===== config.mk =====
export PLATFORM = sky130hd
export DESIGN_NAME = riu_wr_if_iodelay_flat
export DESIGN_NICKNAME = d
export VERILOG_FILES = /design/src/rtl/riu_wr_if_iodelay_if.sv /design/src/rtl/riu_wr_if_iodelay.sv /design/src/flat_wrapper.sv
export SDC_FILE = /design/constraint.sdc
export NUM_CORES = 1
export LEC_CHECK = 0
export CAP_MARGIN = 15
export CORE_MARGIN = 2
export CORE_UTILIZATION = 34
export DETAILED_ROUTE_END_ITERATION = 12
export PLACE_DENSITY = 0.63
export SETUP_SLACK_MARGIN = 0.15
export SLEW_MARGIN = 20
export SYNTH_ARGS = -nofsm -noshare
export SYNTH_HDL_FRONTEND = slang
export SYNTH_SLANG_ARGS = --single-unit

===== constraint.sdc =====
create_clock -name clk -period 3.1 [get_ports clk]
set_input_delay 0.465 -clock clk [delete_from_list [all_inputs] [get_ports clk]]
set_output_delay 0.465 -clock clk [all_outputs]
set_load 0.02 [all_outputs]

===== src/rtl/riu_wr_if_iodelay_if.sv =====
// Command and RIU bus bundle for the RIU register write engine.
// master = command logic side, slave = write engine side.
interface riu_wr_if_iodelay_if;
    logic        valid_i;
    logic        trig_re;
    logic [5:0]  addr_i;
    logic        nib_i;
    logic [1:0]  bg_i;
    logic [15:0] wr_data_i;
    logic [15:0] riu_rd_data_bg0;
    logic [15:0] riu_rd_data_bg1;
    logic [15:0] riu_rd_data_bg2;
    logic [15:0] riu_rd_data_bg3;
    logic [5:0]  riu_addr;
    logic [1:0]  riu_nib_sel;
    logic [15:0] riu_wr_data;
    logic [3:0]  riu_wr_en_bg;
    logic        busy_o;
    logic        wr_done_o;
    logic        wr_err_o;
    logic        wr_timeout_o;
    logic [15:0] rb_data_o;

    modport master (
        output valid_i, trig_re, addr_i, nib_i, bg_i, wr_data_i,
        output riu_rd_data_bg0, riu_rd_data_bg1,
        output riu_rd_data_bg2, riu_rd_data_bg3,
        input  riu_addr, riu_nib_sel, riu_wr_data, riu_wr_en_bg,
        input  busy_o, wr_done_o, wr_err_o, wr_timeout_o, rb_data_o
    );

    modport slave (
        input  valid_i, trig_re, addr_i, nib_i, bg_i, wr_data_i,
        input  riu_rd_data_bg0, riu_rd_data_bg1,
        input  riu_rd_data_bg2, riu_rd_data_bg3,
        output riu_addr, riu_nib_sel, riu_wr_data, riu_wr_en_bg,
        output busy_o, wr_done_o, wr_err_o, wr_timeout_o, rb_data_o
    );
endinterface


===== src/rtl/riu_wr_if_iodelay.sv =====
// RIU register write engine: wait for valid, single-cycle write strobe,
// optional readback compare, done/error/timeout reporting.
module riu_wr_if_iodelay #(
    parameter int unsigned RD_LAT  = 2,
    parameter int unsigned VERIFY  = 1,
    parameter int unsigned TIMEOUT = 1000
) (
    input logic clk,
    input logic rst,
    riu_wr_if_iodelay_if.slave bus
);
    typedef enum logic [2:0] {
        IDLE, WAIT_VLD, WRITE, RB_WAIT, CHECK, DONE
    } state_t;

    localparam logic [15:0] TO_LAST = 16'(TIMEOUT - 1);
    localparam logic [3:0]  RB_LAST = 4'(RD_LAT - 1);

    state_t      state;
    logic [5:0]  addr_q;
    logic        nib_q;
    logic [1:0]  bg_q;
    logic [15:0] data_q;
    logic [15:0] to_cnt;
    logic [3:0]  rb_cnt;
    logic [15:0] rd_sel;

    always_comb begin
        rd_sel = bus.riu_rd_data_bg0;
        unique case (bg_q)
            2'd0: rd_sel = bus.riu_rd_data_bg0;
            2'd1: rd_sel = bus.riu_rd_data_bg1;
            2'd2: rd_sel = bus.riu_rd_data_bg2;
            2'd3: rd_sel = bus.riu_rd_data_bg3;
            default: rd_sel = bus.riu_rd_data_bg0;
        endcase
    end

    always_ff @(posedge clk) begin
        if (rst) begin
            state            <= IDLE;
            addr_q           <= '0;
            nib_q            <= 1'b0;
            bg_q             <= '0;
            data_q           <= '0;
            to_cnt           <= '0;
            rb_cnt           <= '0;
            bus.riu_addr     <= '0;
            bus.riu_nib_sel  <= '0;
            bus.riu_wr_data  <= '0;
            bus.riu_wr_en_bg <= '0;
            bus.busy_o       <= 1'b0;
            bus.wr_done_o    <= 1'b0;
            bus.wr_err_o     <= 1'b0;
            bus.wr_timeout_o <= 1'b0;
            bus.rb_data_o    <= '0;
        end else begin
            // strobe and done are single-cycle pulses
            bus.riu_wr_en_bg <= '0;
            bus.wr_done_o    <= 1'b0;
            unique case (state)
                IDLE: begin
                    if (bus.trig_re) begin
                        addr_q           <= bus.addr_i;
                        nib_q            <= bus.nib_i;
                        bg_q             <= bus.bg_i;
                        data_q           <= bus.wr_data_i;
                        to_cnt           <= '0;
                        bus.wr_err_o     <= 1'b0;
                        bus.wr_timeout_o <= 1'b0;
                        bus.busy_o       <= 1'b1;
                        state            <= WAIT_VLD;
                    end
                end
                WAIT_VLD: begin
                    to_cnt <= to_cnt + 16'd1;
                    if (bus.valid_i) begin
                        bus.riu_wr_en_bg <= 4'(1) << bg_q;
                        bus.riu_addr     <= addr_q;
                        bus.riu_wr_data  <= data_q;
                        bus.riu_nib_sel  <= nib_q ? 2'b10 : 2'b01;
                        state            <= WRITE;
                    end else if (to_cnt == TO_LAST) begin
                        bus.wr_timeout_o <= 1'b1;
                        bus.wr_done_o    <= 1'b1;
                        state            <= DONE;
                    end
                end
                WRITE: begin
                    if (VERIFY != 0) begin
                        rb_cnt <= '0;
                        state  <= RB_WAIT;
                    end else begin
                        bus.riu_nib_sel <= 2'b00;
                        bus.wr_done_o   <= 1'b1;
                        state           <= DONE;
                    end
                end
                RB_WAIT: begin
                    if (rb_cnt == RB_LAST) begin
                        state <= CHECK;
                    end else begin
                        rb_cnt <= rb_cnt + 4'd1;
                    end
                end
                CHECK: begin
                    bus.rb_data_o   <= rd_sel;
                    bus.wr_err_o    <= (rd_sel != data_q);
                    bus.riu_nib_sel <= 2'b00;
                    bus.wr_done_o   <= 1'b1;
                    state           <= DONE;
                end
                DONE: begin
                    bus.busy_o <= 1'b0;
                    state      <= IDLE;
                end
                default: state <= IDLE;
            endcase
        end
    end
endmodule


===== src/flat_wrapper.sv =====
// flat-port wrapper written by rule: the top's interface ports become plain ports
module riu_wr_if_iodelay_flat 
#(
    parameter int unsigned RD_LAT  = 2,
    parameter int unsigned VERIFY  = 1,
    parameter int unsigned TIMEOUT = 1000
)
  (clk, rst, bus_valid_i, bus_trig_re, bus_addr_i, bus_nib_i, bus_bg_i, bus_wr_data_i, bus_riu_rd_data_bg0, bus_riu_rd_data_bg1, bus_riu_rd_data_bg2, bus_riu_rd_data_bg3, bus_riu_addr, bus_riu_nib_sel, bus_riu_wr_data, bus_riu_wr_en_bg, bus_busy_o, bus_wr_done_o, bus_wr_err_o, bus_wr_timeout_o, bus_rb_data_o);
  riu_wr_if_iodelay_if bus_i ();
  input logic clk;
  input logic rst;
  input wire logic [$bits(bus_i.valid_i)-1:0] bus_valid_i;
  input wire logic [$bits(bus_i.trig_re)-1:0] bus_trig_re;
  input wire logic [$bits(bus_i.addr_i)-1:0] bus_addr_i;
  input wire logic [$bits(bus_i.nib_i)-1:0] bus_nib_i;
  input wire logic [$bits(bus_i.bg_i)-1:0] bus_bg_i;
  input wire logic [$bits(bus_i.wr_data_i)-1:0] bus_wr_data_i;
  input wire logic [$bits(bus_i.riu_rd_data_bg0)-1:0] bus_riu_rd_data_bg0;
  input wire logic [$bits(bus_i.riu_rd_data_bg1)-1:0] bus_riu_rd_data_bg1;
  input wire logic [$bits(bus_i.riu_rd_data_bg2)-1:0] bus_riu_rd_data_bg2;
  input wire logic [$bits(bus_i.riu_rd_data_bg3)-1:0] bus_riu_rd_data_bg3;
  output wire logic [$bits(bus_i.riu_addr)-1:0] bus_riu_addr;
  output wire logic [$bits(bus_i.riu_nib_sel)-1:0] bus_riu_nib_sel;
  output wire logic [$bits(bus_i.riu_wr_data)-1:0] bus_riu_wr_data;
  output wire logic [$bits(bus_i.riu_wr_en_bg)-1:0] bus_riu_wr_en_bg;
  output wire logic [$bits(bus_i.busy_o)-1:0] bus_busy_o;
  output wire logic [$bits(bus_i.wr_done_o)-1:0] bus_wr_done_o;
  output wire logic [$bits(bus_i.wr_err_o)-1:0] bus_wr_err_o;
  output wire logic [$bits(bus_i.wr_timeout_o)-1:0] bus_wr_timeout_o;
  output wire logic [$bits(bus_i.rb_data_o)-1:0] bus_rb_data_o;
  assign bus_i.valid_i = bus_valid_i;
  assign bus_i.trig_re = bus_trig_re;
  assign bus_i.addr_i = bus_addr_i;
  assign bus_i.nib_i = bus_nib_i;
  assign bus_i.bg_i = bus_bg_i;
  assign bus_i.wr_data_i = bus_wr_data_i;
  assign bus_i.riu_rd_data_bg0 = bus_riu_rd_data_bg0;
  assign bus_i.riu_rd_data_bg1 = bus_riu_rd_data_bg1;
  assign bus_i.riu_rd_data_bg2 = bus_riu_rd_data_bg2;
  assign bus_i.riu_rd_data_bg3 = bus_riu_rd_data_bg3;
  assign bus_riu_addr = bus_i.riu_addr;
  assign bus_riu_nib_sel = bus_i.riu_nib_sel;
  assign bus_riu_wr_data = bus_i.riu_wr_data;
  assign bus_riu_wr_en_bg = bus_i.riu_wr_en_bg;
  assign bus_busy_o = bus_i.busy_o;
  assign bus_wr_done_o = bus_i.wr_done_o;
  assign bus_wr_err_o = bus_i.wr_err_o;
  assign bus_wr_timeout_o = bus_i.wr_timeout_o;
  assign bus_rb_data_o = bus_i.rb_data_o;
  riu_wr_if_iodelay #(.RD_LAT(RD_LAT), .VERIFY(VERIFY), .TIMEOUT(TIMEOUT)) u_core (.clk(clk), .rst(rst), .bus(bus_i));
endmodule

==> run metrics, run 1 <==
outcome finished clean; setup TNS 0 ns; mapped cell area approximately 4300 um^2; Final Skew ~0.007 ns; Min Clock Period, post-route 2.42 ns; startpoint types flop; final RePlAce weighted congestion about 0.76; Yosys top cell by area dfxtp_1; final hold vios 0; Area Growth Syn to Fin 43.0%; vias 3996; maximum number of pins on one net before global-route repair 42; IO Pins roughly 140; Filler Cells Inserted between 1000 and 1500; RSZ-0062 raised after global routing no; DR DRC count 0; HP Class reg2reg; top cells by count, synth nand2_1, dfxtp_1, a21oi_1; area share of the largest cell type after synthesis between 40% and 50%; fin util 50.4%; first-pass detailed-route iteration total 4; share of cells above drive strength 1 7.48%; area of the core approximately 12000 um^2; mean post-synth cell area around 8.3 um^2; Yosys reg bits between 90 and 100; most numerous cell in the Yosys netlist nand2_1; Largest stage delay, worst path approximately 0.70 ns; peak supply drop 0.000304 V; TritonCTS clock tree done; Post-CTS Hold Buffers 0; crit path max fanout 9; number of vias per cell 4.93; Inserted Diodes 0; DIE HEIGHT roughly 120 um; Final period util 78.1%; Die Wd about 120 um; Syn Inst Count between 500 and 600; worst-path cell chain or3b_1 > or4_1 > or4_1 > a21oi_1; fin. max-slew vios 0; Site Rows 40; port bufs between 100 and 150; Worst-path clk slew ~0.060 ns; Yosys warnings 0; Worst Path Arrival approximately 2.7 ns; Top cell by count, worst path or4_1; post-CTS sizing 0; CP top delay family simple AND/OR/NAND/NOR gates; WL final roughly 13000 um; CP Capture Type flop; clk sinks 96; DR iter-0 viols 215; H-tree depth 3; Antenna Violating Nets Remaining 0; Overflow after GRT 0; Post-Place Cells around 800; initial antenna violation count 0; GRT Util Overall between 10% and 20%; global-route wire length before repair about 20000 um; Req. time, crit path 3.37 ns; number of global-route vias before repair roughly 3900; critical path class reg2reg; CTS Buffer Depth 2; number of buffers created by CTS 9; Root Buffer clkbuf_16; Die Area roughly 14000 um^2; Starting Density between 30% and 40%; Post-synth EDFFs 0; largest cells by area after synthesis dfxtp_1, nand2_1, a21oi_1; Post-synth ARST share 0%; post-DP HPWL 9530 um; register area between 1500 and 2000 um^2; Multi-input gate area between 2000 and 2500 um^2; Worst path slowest cell or4_1; syn_nets approximately 600; Seq/Total Area, Yosys 44.9%; fin cells 810; Final nets between 700 and 800; wire per inst about 16 um; max_slew headroom between 40 and 50%; Slew @ Worst Pin about 0.75 ns; PD cells about 500 nW/um^2; Bufs and invs on worst path 0; Pleak between 2 and 2.5 nW; synth unique cells 42; post-CTS setup buffer count 0; final setup fails 0; predominant post-synthesis flop cell dfxtp_1; Worst-Skew Late Latency 0.35 ns; Max Cap Viol 0; max frequency a little over 0.4 GHz
## cells in the final DEF (no fill, tap or decap), types with 8 or more instances in the layout
cell type,netlist,routed
xnor2_1,15,15
clkbuf_16,0,9
nand4_1,8,8
clkdlybuf4s50_1,0,139
nand2_1,139,139
nor2_1,36,35
buf_4,1,10
dfxtp_1,96,96
mux4_2,15,15
a21oi_1,81,81
inv_1,8,8
## worst paths after layout
| kind | slack, ns | startpoint | to | cells after the start |
|---|---|---|---|---|
| worst max-delay path | 0.68 | u_core.state[0] | u_core.to_cnt[15] | 4 |
| worst min-delay path | 0.45 | u_core.bus.rb_data_o[9] | u_core.bus.rb_data_o[9] | 2 |
| worst max register to register | 0.68 | u_core.state[0] | u_core.to_cnt[15] | 4 |
| worst min register to register | 0.45 | u_core.bus.rb_data_o[9] | u_core.bus.rb_data_o[9] | 2 |
## routing by layer
| layer | wire length [um] | global-route usage [%] | up-vias |
|---|---|---|---|
| li1 | - | - | 2004 |
| met1 | 5940 | 26.5 | 1874 |
| met2 | 5980 | 30.9 | 107 |
| met3 | 551 | 4.67 | 11 |
| met4 | 141 | 5.24 | 0 |
| met5 | 0 | 0 | - |
## metrics by stage
step	area [um^2]	power, mW	setup WS (ns)	hold WS, ns
after floorplan	4280	1.69	0.908	0.432
after global routing	6120	3.22	0.602	0.468
final	6120	3.08	0.679	0.454
after global placement	5810	1.93	0.748	0.438
after detailed placement	5810	1.95	0.746	0.446
after CTS	6120	3.11	0.717	0.455
## tightest hold or removal path: stages, from the launching register on
cell	delay (ns)
dfxtp_1	0.31
nand2_1	0.05
a21oi_1	0.05
## cells by family after synthesis
group	synth area share [%]
simple gates	22.5
compound gates	13.8
flops	44.9
buf+inv	4.24
mux	9.85
xor+xnor	3.89
fa+ha+maj	0.877
## flip-flops by register name, summed over array words and instances, names as in the netlist
signal and flops:
u_core.bus.rb_data_o 16, u_core.bus.busy_o 1, u_core.nib_q 1, u_core.bus.riu_wr_en_bg 4, u_core.data_q 16, u_core.to_cnt 16, u_core.bus.wr_timeout_o 1, u_core.bus.riu_wr_data 16
u_core.rb_cnt 4, u_core.bg_q 2, u_core.addr_q 6, u_core.bus.riu_nib_sel 2, u_core.bus.riu_addr 6, u_core.state 3, u_core.bus.wr_err_o 1, u_core.bus.wr_done_o 1
## layout make-up
cell class,instances,share of cell area (%)
clock buffers,9,3.68
clock inverters,6,1.39
inverters,8,0.490
multi-input cells,373,35.6
flip-flops and latches,96,31.4
well taps,168,3.43
repair buffers,150,24.0
## report_power, final
| part | switching (mW) | total, mW | internal [mW] |
|---|---|---|---|
| clock network | 0.464 | 1.16 | 0.699 |
| logic | 0.289 | 0.571 | 0.281 |
| registers | 0.0556 | 1.35 | 1.29 |
| total | 0.809 | 3.08 | 2.27 |
Power figures use the tool's default switching activity.
==> inputs of run 2 (changes only) <==
- PLACE_DENSITY: 0.63 -> 0.66
- clock period: 3.1 -> 2 ns (I/O delays scaled with it)
==> run 2 against run 1 <==
Via count increased by 3.4%. First-iteration DRC count rose by 19%. Clock skew shrank 0.0011 ns. Hold slack worse by 0.0045 ns. Die area unchanged. Utilization up 2.3 points. Clock power up 58%. Worst setup slack got worse by 0.58 ns. Routed wire length grew 4.0%. Sequential cell count stayed put. Largest cell class unchanged.
==> run metrics, run 2 (synthesized netlist as in run 1, its figures left out) <==
Multi-input gate area 2230 um^2 (+2.4%); Reg power frac 42.3% (-1.4 points); TritonCTS clock tree done; H-tree depth 3 (unchanged); post-DP HPWL 9780 um (+2.6%); Die Area 13500 um^2 (unchanged); register area 1930 um^2 (+0.20%); port bufs 140 (unchanged); most frequent cells in the layout nand2_1, clkdlybuf4s50_1, dfxtp_1; fin. max-slew vios 0 (unchanged); WL final 13100 um (+4.0%); IO Pins 141 (unchanged); Final period util 95.2% (+17 points); HP Class in2reg; fin util 52.7% (+2.3 points); number of global-route vias before repair 3977 (+1.0%); wire per inst 15.8 um (+1.4%); number of vias per cell 4.97 (+0.74%); Slew @ Worst Pin 0.619 ns (-0.131 ns); final setup fails 0 (unchanged); first-pass detailed-route iteration total 5 (+1); Starting Density 35.2% (unchanged); maximum number of pins on one net before global-route repair 38 (-9.5%); number of buffers created by CTS 9 (unchanged); Final Total Pwr 4.91 mW (+59%); met2 wire len 6120 um (+2.4%); DR DRC count 0 (unchanged); Antenna Violating Nets Remaining 0 (unchanged); peak supply drop 0.000517 V (+70%); Worst Path Arrival 2.18 ns (-0.51 ns); vias 4130 (+3.4%); Cell Int Power 3.61 mW (+59%); sw power 1.30 mW (+60%); Inserted Diodes 0 (unchanged); crit path max fanout 5 (-4); DR WL met3 772 um (+40%); max frequency 0.525 GHz (+27%); Min Clock Period, post-route 1.90 ns (-0.518 ns); global-route wire length before repair 20200 um (-0.58%); final RePlAce weighted congestion 0.790 (+4.3%); CP Capture Type flop; Overflow after GRT 0 (unchanged); Clock power frac 37.4% (-0.4 points); PD cells 766 nW/um^2 (+52%); Top Layer Used met4; Area Growth Syn to Fin 49.6%; Filler Cells Inserted 1136 (-2.5%); share of cells above drive strength 1 12.4% (+4.9 points); metal1 wirelength 6030 um (+1.4%); Worst-path clk slew 0.07 ns (about the same); Worst-Skew Late Latency 0.34 ns (about the same); DIE HEIGHT 116 um (unchanged); Req. time, crit path 2.28 ns (-1.09 ns); area of the core 12200 um^2 (unchanged); Max Cap Viol 0 (unchanged); outcome finished clean; Pleak 2.17 nW (+6.5%); DR iter-0 viols 256 (+19%); RSZ-0062 raised after global routing yes; setup TNS 0 ns (unchanged); Site Rows 40 (unchanged); Final nets 754 (+2.7%); Final Skew 0.00597 ns (-0.00111 ns); startpoint types flop; GRT Util Overall 19.4% (about the same); Root Buffer clkbuf_16; switching share of power 26.4% (+0.16 points); CTS Buffer Depth 2 (unchanged); Combinational Power Share 20.4% (+1.9 points); critical path class reg2reg; initial antenna violation count 0 (unchanged); Die Wd 116 um (unchanged); DP Area 5990 um^2 (+3.0%); final hold vios 0 (unchanged); max_slew headroom 58.8% (+8.9 points); post-route cell area 6410 um^2 (+4.6%); clk sinks 96 (unchanged)
[run 2: path summary, 6_finish.rpt]
check	cells after the start	slack, ns	to	from
setup reg to reg	4	0.1	u_core.to_cnt[13]	u_core.state[2]
hold / removal	2	0.45	u_core.bus.busy_o	rst
hold reg to reg	2	0.45	u_core.bus.riu_addr[4]	u_core.addr_q[4]
setup / recovery	4	0.1	u_core.to_cnt[13]	u_core.state[2]
[run 2: cell type report]
cell class                 count  share of cell area, %
multi-input combinational    374                   34.8
sequential                    96                   30.1
timing repair buffer         169                   26.4
clock buffer                   9                   3.52
tap                          168                   3.28
clock inverter                 7                   1.46
inverter                       8                  0.469
[run 2: repair_timing]
action                                  CTS  global route
buffers inserted                          7             0
cloned                                    0             1
hold buffers                              0             0
endpoints found under the setup margin    3             9
pin swaps                                 1             3
gates resized for setup                   1            13
[run 2: critical path, stage by stage, from the launching register on]
cell,delay (ns)
dfxtp_1,0.31
or3b_4,0.41
or4_4,0.57
or4_4,0.43
a21oi_2,0.13
[run 2: power by group through the flow]
stage | Clock, mW | Sequential, mW | Combinational (mW)
finish | 1.83 | 2.07 | 1.00
global route | 1.94 | 2.08 | 1.09
CTS | 1.87 | 2.07 | 0.999
detailed placement | 0 | 2.11 | 0.977
global placement | 0 | 2.11 | 0.958
floorplan | 0 | 2.13 | 0.502
[run 2: through the flow]
step | hold WS [ns] | setup WS, ns | cells
2_1_floorplan | 0.432 | -0.132 | 513
3_3_place_gp | 0.441 | 0.0218 | 807
3_5_place_dp | 0.446 | -0.00163 | 807
4_1_cts | 0.447 | 0.109 | 830
5_1_grt | 0.471 | 0.0570 | 831
6_report | 0.449 | 0.0968 | 831
[run 2: layer usage]
layer  global-route usage [%]  vias to the layer above
li1                         -                     2043
met1                     27.2                     1929
met2                     30.2                      146
met3                     3.74                       12
met4                     6.11                        0
met5                        0                        -
